===== src/rtl/pulse_period_meter.sv =====
// Pulse period meter: measures the distance between consecutive rising edges of pulse_in
// in clock cycles. Define PULSE_PERIOD_METER_SYNC_EN to add a two-flop input synchroniser.
module pulse_period_meter #(
    parameter int MAX_PERIOD = 300000000,
    parameter int THRESH_0   = 25000000,
    parameter int THRESH_1   = 75000000,
    parameter int THRESH_2   = 150000000
) (
    input  logic        clock,
    input  logic        reset,
    input  logic        pulse_in,
    output logic [28:0] period,
    output logic        period_valid,
    output logic [1:0]  rate_class,
    output logic        timeout
);

    localparam logic [28:0] MAX_COUNT = 29'(MAX_PERIOD);
    localparam logic [28:0] LIMIT_0   = 29'(THRESH_0);
    localparam logic [28:0] LIMIT_1   = 29'(THRESH_1);
    localparam logic [28:0] LIMIT_2   = 29'(THRESH_2);

    typedef enum logic [1:0] {
        IDLE      = 2'b00,
        MEASURE   = 2'b01,
        TIMED_OUT = 2'b10
    } state_t;

    state_t      state_r;
    state_t      state_next_s;
    logic [28:0] count_r;
    logic [28:0] count_next_s;
    logic [28:0] period_next_s;
    logic [1:0]  class_next_s;
    logic        valid_next_s;
    logic        timeout_next_s;
    logic        level_s;
    logic        armed_s;
    logic        prev_r;
    logic        edge_s;

    function automatic logic [1:0] classify(input logic [28:0] value);
        logic [1:0] cls;
        if (value < LIMIT_0) begin
            cls = 2'b00;
        end else if (value < LIMIT_1) begin
            cls = 2'b01;
        end else if (value < LIMIT_2) begin
            cls = 2'b10;
        end else begin
            cls = 2'b11;
        end
        return cls;
    endfunction

`ifdef PULSE_PERIOD_METER_SYNC_EN
    logic sync_a_r;
    logic sync_b_r;
    logic arm_a_r;
    logic arm_b_r;
    logic arm_c_r;

    // Two-flop synchroniser with a parallel "low seen since reset" pipeline of matching depth,
    // so a level already high at reset release never looks like an edge.
    always_ff @(posedge clock) begin
        if (reset) begin
            sync_a_r <= 1'b0;
            sync_b_r <= 1'b0;
            arm_a_r  <= 1'b0;
            arm_b_r  <= 1'b0;
            arm_c_r  <= 1'b0;
        end else begin
            sync_a_r <= pulse_in;
            sync_b_r <= sync_a_r;
            arm_a_r  <= arm_a_r | ~pulse_in;
            arm_b_r  <= arm_a_r;
            arm_c_r  <= arm_b_r;
        end
    end

    assign level_s = sync_b_r;
    assign armed_s = arm_c_r;
`else
    logic arm_r;

    // Arms edge detection once pulse_in has been sampled low after reset.
    always_ff @(posedge clock) begin
        if (reset) begin
            arm_r <= 1'b0;
        end else begin
            arm_r <= arm_r | ~pulse_in;
        end
    end

    assign level_s = pulse_in;
    assign armed_s = arm_r;
`endif

    // Previous sample of the edge-detect input.
    always_ff @(posedge clock) begin
        if (reset) begin
            prev_r <= 1'b0;
        end else begin
            prev_r <= level_s;
        end
    end

    assign edge_s = level_s & ~prev_r & armed_s;

    // Next-state and next-output logic; the counter holds the length of the current interval.
    always_comb begin
        state_next_s   = state_r;
        count_next_s   = count_r;
        period_next_s  = period;
        class_next_s   = rate_class;
        valid_next_s   = 1'b0;
        timeout_next_s = timeout;
        case (state_r)
            IDLE: begin
                if (edge_s) begin
                    state_next_s = MEASURE;
                    count_next_s = 29'd1;
                end else begin
                    count_next_s = 29'd0;
                end
            end
            MEASURE: begin
                if (edge_s) begin
                    period_next_s = count_r;
                    class_next_s  = classify(count_r);
                    valid_next_s  = 1'b1;
                    count_next_s  = 29'd1;
                end else if (count_r >= MAX_COUNT) begin
                    state_next_s   = TIMED_OUT;
                    timeout_next_s = 1'b1;
                    count_next_s   = MAX_COUNT;
                end else begin
                    count_next_s = count_r + 29'd1;
                end
            end
            TIMED_OUT: begin
                if (edge_s) begin
                    state_next_s   = MEASURE;
                    timeout_next_s = 1'b0;
                    count_next_s   = 29'd1;
                end else begin
                    count_next_s = MAX_COUNT;
                end
            end
            default: begin
                state_next_s   = IDLE;
                count_next_s   = 29'd0;
                timeout_next_s = 1'b0;
            end
        endcase
    end

    // State, counter and registered outputs.
    always_ff @(posedge clock) begin
        if (reset) begin
            state_r      <= IDLE;
            count_r      <= 29'd0;
            period       <= 29'd0;
            rate_class   <= 2'b00;
            period_valid <= 1'b0;
            timeout      <= 1'b0;
        end else begin
            state_r      <= state_next_s;
            count_r      <= count_next_s;
            period       <= period_next_s;
            rate_class   <= class_next_s;
            period_valid <= valid_next_s;
            timeout      <= timeout_next_s;
        end
    end

endmodule


===== config.mk =====
export PLATFORM = sky130hd
export DESIGN_NAME = pulse_period_meter
export DESIGN_NICKNAME = d
export VERILOG_FILES = /design/src/rtl/pulse_period_meter.sv
export SDC_FILE = /design/constraint.sdc
export NUM_CORES = 1
export LEC_CHECK = 0
export ABC_AREA = 1
export BUFFER_PORTS_ARGS = -buffer_cell sky130_fd_sc_hd__buf_2
export CAP_MARGIN = 20
export CORE_UTILIZATION = 40
export DETAILED_ROUTE_END_ITERATION = 7
export PLACE_DENSITY = 0.67
export SLEW_MARGIN = 20
export SYNTH_ARGS = -nofsm -noshare
export SYNTH_HDL_FRONTEND = slang
export SYNTH_SLANG_ARGS = --single-unit

===== constraint.sdc =====
create_clock -name clock -period 3.8 [get_ports clock]
set_input_delay 0.38 -clock clock [delete_from_list [all_inputs] [get_ports clock]]
set_output_delay 0.38 -clock clock [all_outputs]
set_load 0.01 [all_outputs]

==> summary.txt, run 1 <==
Placed design
  • DP Cell Count: roughly 590
  • Hpwl dp: 6.025 mm
  • Input/output buffers: 35
  • Final GP Congestion: 0.9361

Die
  • Core box area: 0.007727 sq mm
  • Initial core utilization: 0.4137
  • Die area: 0.008354 sq mm
  • Row Count: 32
  • # IOs: 36
  • Die Span X: 91.40 um
  • Die Y: 91.40 um

Finish
  • Multi-input logic area: 0.001618 sq mm
  • Diode count: 0
  • Commonest non-fill, non-tap cell in the layout: nand2_1
  • # fillers: roughly 830
  • Cell Count, Final, Fillers Out: 609
  • Share of layout cells above drive strength 1: 0.1558
  • Reg area: 0.001321 sq mm
  • Most frequent cells in the layout: 104 x nand2_1, 68 x nor2_1, 66 x dfxtp_1, 49 x inv_1
  • Final nets: 506
  • Synthesis-to-finish area growth: 15.34%

Global route
  • Tot GR Track Use: 0.2063
  • Largest net degree at the start of global routing: a little under 60
  • Initial antenna violation count: 0
  • Total grt overflow: 0
  • First-pass GRT wire length: 13.35 mm
  • Vias in the first global route: 2832

Clock network
  • Post-CTS Setup Repair Bufs: 0
  • CTS root buf: clkbuf_8
  • Clock latency at the later pin of the worst-skew pair: 0.35 ns
  • H-tree depth: 3
  • Clock slew at reported path FFs: 0.07 ns
  • CTS hold repair buffers: 0
  • CTS max path bufs: 2
  • CTS tree: done
  • # resized after CTS: 0
  • CTS Buf Count: 9
  • Clock sinks: 66

Setup path
  • CP Cell Sequence: inv_2 -> nor2_2 -> inv_2 -> nor2_4 -> inv_2 -> a21oi_1 -> nand2_1 -> a21oi_1
  • CP delay by family, top: simple AND/OR/NAND/NOR gates
  • FF-to-FF Start: state_r[0]
  • CP endpoint kind: flip-flop
  • Most common cell on crit path: inv_2
  • CP startpoint: state_r[0]
  • CP max FO: 57
  • Worst path max stage delay: 0.78 ns
  • WS Path Type: flip-flop to flip-flop
  • WP buf/inv: 3
  • CP max stage cell: nor2_4
  • CP Launch Type: flip-flop
  • Worst Path Arrival: 2.33 ns
  • Req. time, crit path: 4.09 ns

Timing
  • Final setup violation count: 0
  • Final cycle utilization of the critical path: 0.5377
  • Slew headroom: 0.3254
  • Max Clk Rate: slightly below 0.5 GHz
  • Minimum clock period: around 2 ns
  • Fin. max-slew vios: 0
  • RSZ-0062 raised after global routing: false
  • Final Skew: 0.005919 ns
  • Transition time of the tightest slew-check pin: 1.010 ns
  • Setup Total Neg Slack: 0 ns
  • Final hold vios: 0

Route
  • WL/cell: between 10 and 15 um
  • Pre-antenna DRT Iters: 5
  • Total number of vias: 3000
  • 1st-iter DRT viols: 140
  • Via/cell ratio: slightly below 5
  • Routed Antenna Nets: 0
  • Drt total wl: about 8 mm
  • Residual DRC: 0

Synth
  • Yosys warns: 0
  • Netlist Area Pre-Place: about 0.0032 sq mm
  • Async set-reset flop share out of synthesis: 0
  • EDFF count, synth: 0
  • Ys flop type: dfxtp_1
  • Main area contributors after synthesis: dfxtp_1 41%, nand2_1 12%, nor2_1 8.1%, inv_1 5.8%, nand3_1 5.6%
  • Top cell type's share of synthesized area: 0.4133
  • Synth area leader: dfxtp_1
  • Post-Syn Area per Cell: 6.860 sq um
  • Synth Net Count: 470
  • Seq cells post-synth: 66
  • Post-Synthesis Cells: 466
  • Sequential share of the synthesized area: 0.4133
  • Synth unique cells: 31

Run
  • # Max-Cap Violations: 0

Worst hold path
  • Hold Crit Class: input port to flip-flop
  • Hold_sp: pulse_in

Power and ir drop
  • VDD IR max: 0.1858 mV
  • Power Density: 382.2 mW/mm^2
  • Leakage: 0.001617 uW

Outcome
  • Run status: completed
## final timing paths
| kind | to | slack [ns] | cells after the start |
|---|---|---|---|
| worst max-delay path | rate_class[0] | 1.76 | 8 |
| worst min-delay path | prev_r | 0.26 | 3 |
| worst max register to register | rate_class[0] | 1.76 | 8 |
| worst min register to register | timeout | 0.46 | 2 |
## cell usage after synthesis, types with 2 or more instances
master / number
a21oi_1: 35
buf_2: 5
clkbuf_1: 4
dfxtp_1: 66
inv_1: 49
inv_2: 5
nand2_1: 104
nand2_2: 4
nand2_4: 2
nand3_1: 36
nand4_1: 8
nor2_1: 69
nor2_2: 6
nor3_1: 7
nor3_2: 4
nor3_4: 2
o21ai_0: 36
xor2_1: 11
## layout make-up
class | count | area share
well taps | 102 | 0.03461
flip-flops and latches | 66 | 0.3583
multi-input cells | 334 | 0.4388
inverters | 54 | 0.05497
repair buffers | 37 | 0.05158
clock buffers | 10 | 0.03733
clock inverters | 6 | 0.02443
## sequential cells by signal, indices dropped and copies added, names as in the netlist
signal / cells
count_r: 29
period: 29
rate_class: 2
state_r: 2
arm_r: 1
period_valid: 1
prev_r: 1
timeout: 1
## power breakdown
part,switching [uW],internal (uW)
clock network,282,388
logic,25.6,11.9
registers,3.57,698
## cell families after synthesis
family / count (synthesis) / share of synthesized area
and+or+nand+nor: 247 / 0.3487
AOI/OAI and AO/OA: 74 / 0.1182
buffers and inverters: 66 / 0.08297
DFF: 66 / 0.4133
xor gates and xnor gates: 12 / 0.03288
adders and majority gates: 1 / 0.003913
## tightest hold or removal path: stages
cell and delay (ns):
buf_2 0.07, inv_1 0.05, nor2_1 0.08
## routing by layer
| metal | wire length, um | vias up | GRT usage |
|---|---|---|---|
| li1 | - | 1567 | - |
| met4 | 177 | 0 | 0.08730 |
| met3 | 429 | 16 | 0.05528 |
| met2 | 3622 | 65 | 0.3308 |
| met1 | 3730 | 1352 | 0.2597 |
| met5 | 0 | - | 0 |
## metrics by stage
| stage | worst slack, ns | area [sq um] | utilization | hold WS [ns] | total power [uW] |
|---|---|---|---|---|---|
| after floorplan | 2.319 | 3197 | - | 0.4404 | 742.8 |
| after global placement | 1.597 | 3460 | 0.4477 | 0.4476 | 755.2 |
| after detailed placement | 1.570 | 3460 | 0.4477 | 0.4513 | 755.9 |
| after CTS | 1.734 | 3687 | 0.4772 | 0.2482 | 1422 |
| after global routing | 1.486 | 3687 | 0.4772 | 0.2691 | 1466 |
| final | 1.757 | 3687 | 0.4772 | 0.2631 | 1409 |
No activity file was read; power rests on OpenSTA's default activity.
==> inputs of run 2 (changes only) <==
- ABC_AREA: 1 -> 0
- PLACE_DENSITY: 0.67 -> 0.7
- clock period: 3.8 -> 1.8 ns (I/O delays scaled with it)
==> run 2 against run 1 <==
Effect of this change:
- critical path depth is 2 lower
- routed wire length is 5.4% lower
- sequential cell count stayed put
- count of clock-buffer cells in the layout is 2 higher
- synthesized area is 5.0% lower
- final cell count is 12% lower
- combinational power is 51% higher
- cell area is 4.4% higher
- maximum frequency is 14% higher
- critical endpoint is now count_r[28]
- largest cell class unchanged
==> summary.txt, run 2 <==
Worst hold path
  • Hold path depth: 2
  • Hold Crit Class: input port to flip-flop

Route
  • Routed Antenna Nets: 0
  • Residual DRC: 0
  • Total number of vias: 2719
  • Drt total wl: 7.527 mm
  • 1st-iter DRT viols: between 100 and 150
  • Pre-antenna DRT Iters: 4
  • Via/cell ratio: approximately 5.1
  • WL/cell: 14.10 um

Synth
  • Mux cell area share after synthesis: 0.003296
  • Main area contributors after synthesis: dfxtp_1 44%, nand2_1 9.0%, a21oi_1 5.6%, xnor2_1 4.0%, nor2_1 3.3%
  • Post-Synth Simple-Gate Area: 0.2983
  • Top cell type's share of synthesized area: 0.4351
  • Sequential share of the synthesized area: 0.4351
  • Synth Net Count: 364
  • Synth area leader: dfxtp_1
  • Most frequent cell after synthesis: nand2_1
  • Yosys warns: 0
  • Ys flop type: dfxtp_1
  • Post-Synthesis Cells: 360
  • Post-Syn Area per Cell: 8.435 sq um
  • Seq cells post-synth: 66
  • Synth top cells by count: 73 x nand2_1, 66 x dfxtp_1, 34 x a21oi_1, 27 x nor2_1, 18 x clkbuf_1
  • Post-synthesis adder-cell area fraction: 0.004120
  • EDFF count, synth: 0
  • Synth Area in Compound Gates: 0.1310
  • Synth Area in XOR/XNOR: 0.07211
  • Async set-reset flop share out of synthesis: 0
  • Netlist Area Pre-Place: 0.003037 sq mm
  • Largest family of logic cells by synthesized area: simple AND/OR/NAND/NOR gates
  • Synth unique cells: between 50 and 60

Global route
  • GRT busiest layer: met2
  • First-pass GRT wire length: roughly 12 mm
  • Vias in the first global route: about 2600
  • Total grt overflow: 0
  • Met2 Usage GRT: 0.3414
  • Met1 usage: 0.2542
  • Tot GR Track Use: 0.2048
  • Initial antenna violation count: 0
  • GR Util met3: 0.04247
  • Largest net degree at the start of global routing: 23

Timing
  • Minimum clock period: 1.785 ns
  • Hold_ws: 0.04386 ns
  • Max Clk Rate: 0.5601 GHz
  • Transition time of the tightest slew-check pin: 0.4134 ns
  • Final cycle utilization of the critical path: 0.9919
  • Final Skew: 0.01129 ns
  • Setup Total Neg Slack: 0 ns
  • Slew headroom: 0.7173
  • Final setup violation count: 0
  • Fin. max-slew vios: 0
  • RSZ-0062 raised after global routing: true
  • Final hold vios: 0

Finish
  • # fillers: 743
  • Synthesis-to-finish area growth: 26.78%
  • Diode count: 0
  • Commonest non-fill, non-tap cell in the layout: nand2_1
  • Largest regs: count_r x29, period x29
  • Final nets: between 400 and 500
  • Most frequent cells in the layout: 73 x nand2_1, 53 x buf_4, 52 x dfxtp_1, 35 x buf_2, 34 x a21oi_1
  • Final core occ: 0.5280
  • Share of layout cells above drive strength 1: 0.3241

Setup path
  • Path depth of the worst reg2reg path: 6
  • CP Cell Sequence: buf_4 -> nand4_1 -> or4_4 -> nor4_4 -> mux2i_1 -> nand3_1
  • Worst Path Arrival: ~2.0 ns
  • Req. time, crit path: 2.02 ns
  • Worst path max stage delay: 0.52 ns
  • WS Path Type: flip-flop to flip-flop
  • CP max FO: 3
  • CP Launch Type: flip-flop
  • CP max stage cell: or4_4
  • CP delay by family, top: simple AND/OR/NAND/NOR gates
  • CP endpoint kind: flip-flop
  • CP Depth: 6
  • WP buf/inv: 1

Placed design
  • Final GP Congestion: 0.9446
  • Hpwl dp: between 5 and 6 mm
  • Input/output buffers: 35

Clock network
  • CTS Buf Count: 9
  • Post-CTS Setup Repair Bufs: 0
  • CTS tree: done
  • CTS root buf: clkbuf_8
  • H-tree depth: 3
  • CTS max path bufs: 2
  • CTS hold repair buffers: 0
  • Clock latency at the later pin of the worst-skew pair: 0.35 ns
  • Clock sinks: 66
  • Clock slew at reported path FFs: 0.07 ns

Power and ir drop
  • Power Density: 709.5 mW/mm^2
  • VDD IR max: ~0.27 mV
  • Leakage: 0.001496 uW

Die
  • Die area: 0.007944 sq mm
  • Die Y: approximately 89 um
  • Row Count: 31
  • Initial core utilization: 0.4164
  • Die Span X: 89.13 um
  • # IOs: 36
  • Core box area: 0.007292 sq mm

Run
  • # Max-Cap Violations: 0

Outcome
  • Run status: completed
## run 2: cell types whose count changed after synthesis, sizes merged, moves of 5 or more
| cell | previous run | this run |
|---|---|---|
| o211ai | 0 | 6 |
| clkbuf | 4 | 23 |
| nor2 | 76 | 28 |
| inv | 54 | 6 |
| and2 | 0 | 5 |
| nand3 | 37 | 13 |
| xnor2 | 1 | 14 |
| nand2 | 110 | 73 |
| nor3 | 13 | 8 |
| o21ai | 36 | 2 |
| nor4 | 1 | 7 |
## run 2: final cells by class
type,count,area (sq um),area share
multi-input cells,260,1599,0.4153
flip-flops and latches,66,1346,0.3497
repair buffers,88,573.1,0.1488
clock buffers,12,145.1,0.03770
well taps,99,123.9,0.03217
clock inverters,3,40.04,0.01040
inverters,6,22.52,0.005850
## run 2: metrics by stage
step                      setup WS [ns]  cell area, sq um  instances  total power [uW]
after floorplan                -0.01045              3067        360              1542
after global placement         0.002629              3611        519              1561
after detailed placement       -0.03267              3611        519              1563
after CTS                      -0.01164              3810        534              2750
after global routing           -0.09685              3850        534              2826
final                           0.01458              3850        534              2732
## run 2: repair_timing
action	in CTS	in global routing
cloned	0	0
setup endpoints to repair	5	13
gates resized for setup	5	16
pin swaps	1	3
## run 2: routing by layer
layer  vias to the layer above  share of wire
met3                        10          0.037
met5                         -              0
li1                       1383              -
met2                        43           0.48
met1                      1283           0.46
met4                         0          0.016
## run 2: path summary, 6_finish.rpt
check / from / end / slack (ns)
max: count_r[17] / count_r[28] / 0.01
min: pulse_in / arm_r / 0.04
max reg2reg: count_r[17] / count_r[28] / 0.01
min reg2reg: period[22] / period[22] / 0.45
## run 2: logic make-up after synthesis
group,Yosys count
mux,1
compound gates,63
buf+inv,34
flops,66
xor+xnor,25
simple gates,170
fa+ha+maj,1
## run 2: power by group
group          leakage, uW  internal [uW]  switching [uW]  total [uW]
combinational     0.000860           17.9            38.7        56.6
clock            0.0000962            666             540        1210
sequential        0.000540           1460            6.44        1470
==> inputs of run 3 (changes only) <==
==> constraint.sdc (replaced) <==
create_clock -name clock -period 1.8 [get_ports clock]
set_input_delay 0.36 -clock clock [delete_from_list [all_inputs] [get_ports clock]]
set_output_delay 0.36 -clock clock [all_outputs]
set_load 0.01 [all_outputs]
==> run 3 against run 2 <==
Effect of this change:
- final cell count up 0.56%
- clock skew down 0.0063 ns
- maximum frequency up 0.55%
- non-clock buffer count up 3
- sequential power about the same
- largest power group unchanged
==> summary.txt, run 3 (same netlist as run 2, synthesis figures left out) <==
Outcome
  • Run status: completed

Die
  • Die area: 0.007944 sq mm
  • Die Y: between 80 and 90 um
  • Core box area: approximately 0.0073 sq mm
  • Row Count: 31
  • # IOs: 36
  • Die Span X: 89.13 um
  • Initial core utilization: 0.4164

Route
  • Pre-antenna DRT Iters: 4
  • WL/cell: 13.66 um
  • 1st-iter DRT viols: 126
  • Total number of vias: 2725
  • Residual DRC: 0
  • Routed Antenna Nets: 0
  • Via/cell ratio: about 5
  • Drt total wl: 7.337 mm

Timing
  • Transition time of the tightest slew-check pin: 0.4562 ns
  • Minimum clock period: 1.776 ns
  • Slew headroom: 0.6880
  • RSZ-0062 raised after global routing: true
  • Final cycle utilization of the critical path: 0.9865
  • Max Clk Rate: 0.5632 GHz
  • Final hold vios: 0
  • Setup Total Neg Slack: 0 ns
  • Final setup violation count: 0
  • Fin. max-slew vios: 0
  • Final Skew: 0.004961 ns

Setup path
  • CP Launch Type: flip-flop
  • CP delay by family, top: simple AND/OR/NAND/NOR gates
  • CP startpoint: count_r[20]
  • FF-to-FF Start: count_r[20]
  • WP buf/inv: 0
  • CP max stage cell: or4_4
  • Worst path max stage delay: 0.58 ns
  • CP endpoint kind: flip-flop
  • Worst Path Arrival: ~2.0 ns
  • CP Cell Sequence: nand4_1 -> or4_4 -> nor4_4 -> mux2i_1 -> nand3_1
  • CP max FO: 2
  • WS Path Type: flip-flop to flip-flop
  • Req. time, crit path: 2.02 ns

Global route
  • Total grt overflow: 0
  • Tot GR Track Use: 0.1977
  • First-pass GRT wire length: 11.80 mm
  • Vias in the first global route: ~2500
  • Initial antenna violation count: 0
  • Largest net degree at the start of global routing: 19

Power and ir drop
  • Design Power: 2733 uW
  • Leakage: 0.001520 uW
  • Power Density: 704.5 mW/mm^2
  • VDD IR max: roughly 0.28 mV

Placed design
  • Final GP Congestion: 0.9353
  • Input/output buffers: 35
  • Hpwl dp: 5.320 mm
  • Post-DP Area: 0.003621 sq mm

Worst hold path
  • Hold Crit Class: input port to flip-flop
  • Hold_sp: pulse_in

Clock network
  • Clock sinks: 66
  • CTS max path bufs: 2
  • CTS root buf: clkbuf_8
  • CTS tree: done
  • Clock latency at the later pin of the worst-skew pair: 0.34 ns
  • H-tree depth: 3
  • CTS hold repair buffers: 0
  • Clock slew at reported path FFs: 0.07 ns
  • CTS Buf Count: 9

Finish
  • Most frequent cells in the layout: 73 x nand2_1, 53 x dfxtp_1, 53 x buf_4, 35 x buf_2, 34 x a21oi_1
  • Largest regs: count_r x29, period x29
  • Fin area: 0.003880 sq mm
  • Final nets: 438
  • Synthesis-to-finish area growth: 27.77%
  • Commonest non-fill, non-tap cell in the layout: nand2_1
  • Share of layout cells above drive strength 1: 0.3196
  • Diode count: 0
  • # fillers: 729

Run
  • # Max-Cap Violations: 0
[run 3: cell count changes in the layout (fill, tap and decap cells not counted)]
cell	previous run	this run
buf_12	0	2
dfxtp_2	11	9
buf_6	0	1
dfxtp_1	52	53
dfxtp_4	3	4
nand3_1	11	12
nand3_2	2	1
nor4b_2	0	1
nor4b_4	1	0
o31ai_1	0	1
o31ai_2	1	0
or4_1	0	1
or4_4	4	3
[run 3: timing repair]
action                     4_1_cts  5_1_grt
pin swaps                        1        5
buffers inserted                 0        5
gates resized for setup          5       13
setup endpoints to repair        5       14
[run 3: path summary, 6_finish.rpt]
check	end	slack, ns	cells past startpoint
worst min-delay path	arm_r	0.22	2
worst max-delay path	count_r[28]	0.02	5
worst max register to register	count_r[28]	0.02	5
worst min register to register	period[21]	0.45	2
[run 3: metrics by stage]
| stage | instances | hold slack, ns | setup WS (ns) | util |
|---|---|---|---|---|
| final | 537 | 0.2219 | 0.02428 | 0.5321 |
| after global routing | 537 | 0.2364 | -0.09332 | 0.5321 |
| after CTS | 532 | 0.2131 | 0.0004159 | 0.5232 |
| after detailed placement | 517 | 0.4451 | -0.07856 | 0.4966 |
| after global placement | 517 | 0.4379 | -0.04502 | 0.4966 |
| after floorplan | 360 | 0.4389 | -0.01045 | - |
[run 3: power breakdown]
part           switching [uW]  leakage, uW  internal [uW]  total, uW
Clock                     537    0.0000962            666       1200
Sequential               6.47     0.000540           1460       1470
Combinational            39.2     0.000884           23.9       63.1
Total                     583      0.00152           2150       2730
[run 3: area by class of cell]
cell class,count,area (sq um),share of cell area
clock buffer,12,145.1,0.03741
clock inverter,3,40.04,0.01032
inverter,6,22.52,0.005805
multi-input combinational,260,1577,0.4063
sequential,66,1348,0.3473
tap,99,123.9,0.03193
timing repair buffer,91,624.3,0.1609
[run 3: layer usage]
layer,track usage,wire length (um),part of all wire,vias to the layer above
li1,-,-,-,1399
met1,0.2501,3335,0.45,1251
met2,0.3234,3479,0.47,59
met3,0.05078,368,0.050,16
met4,0.07648,153,0.021,0
met5,0,0,0,-
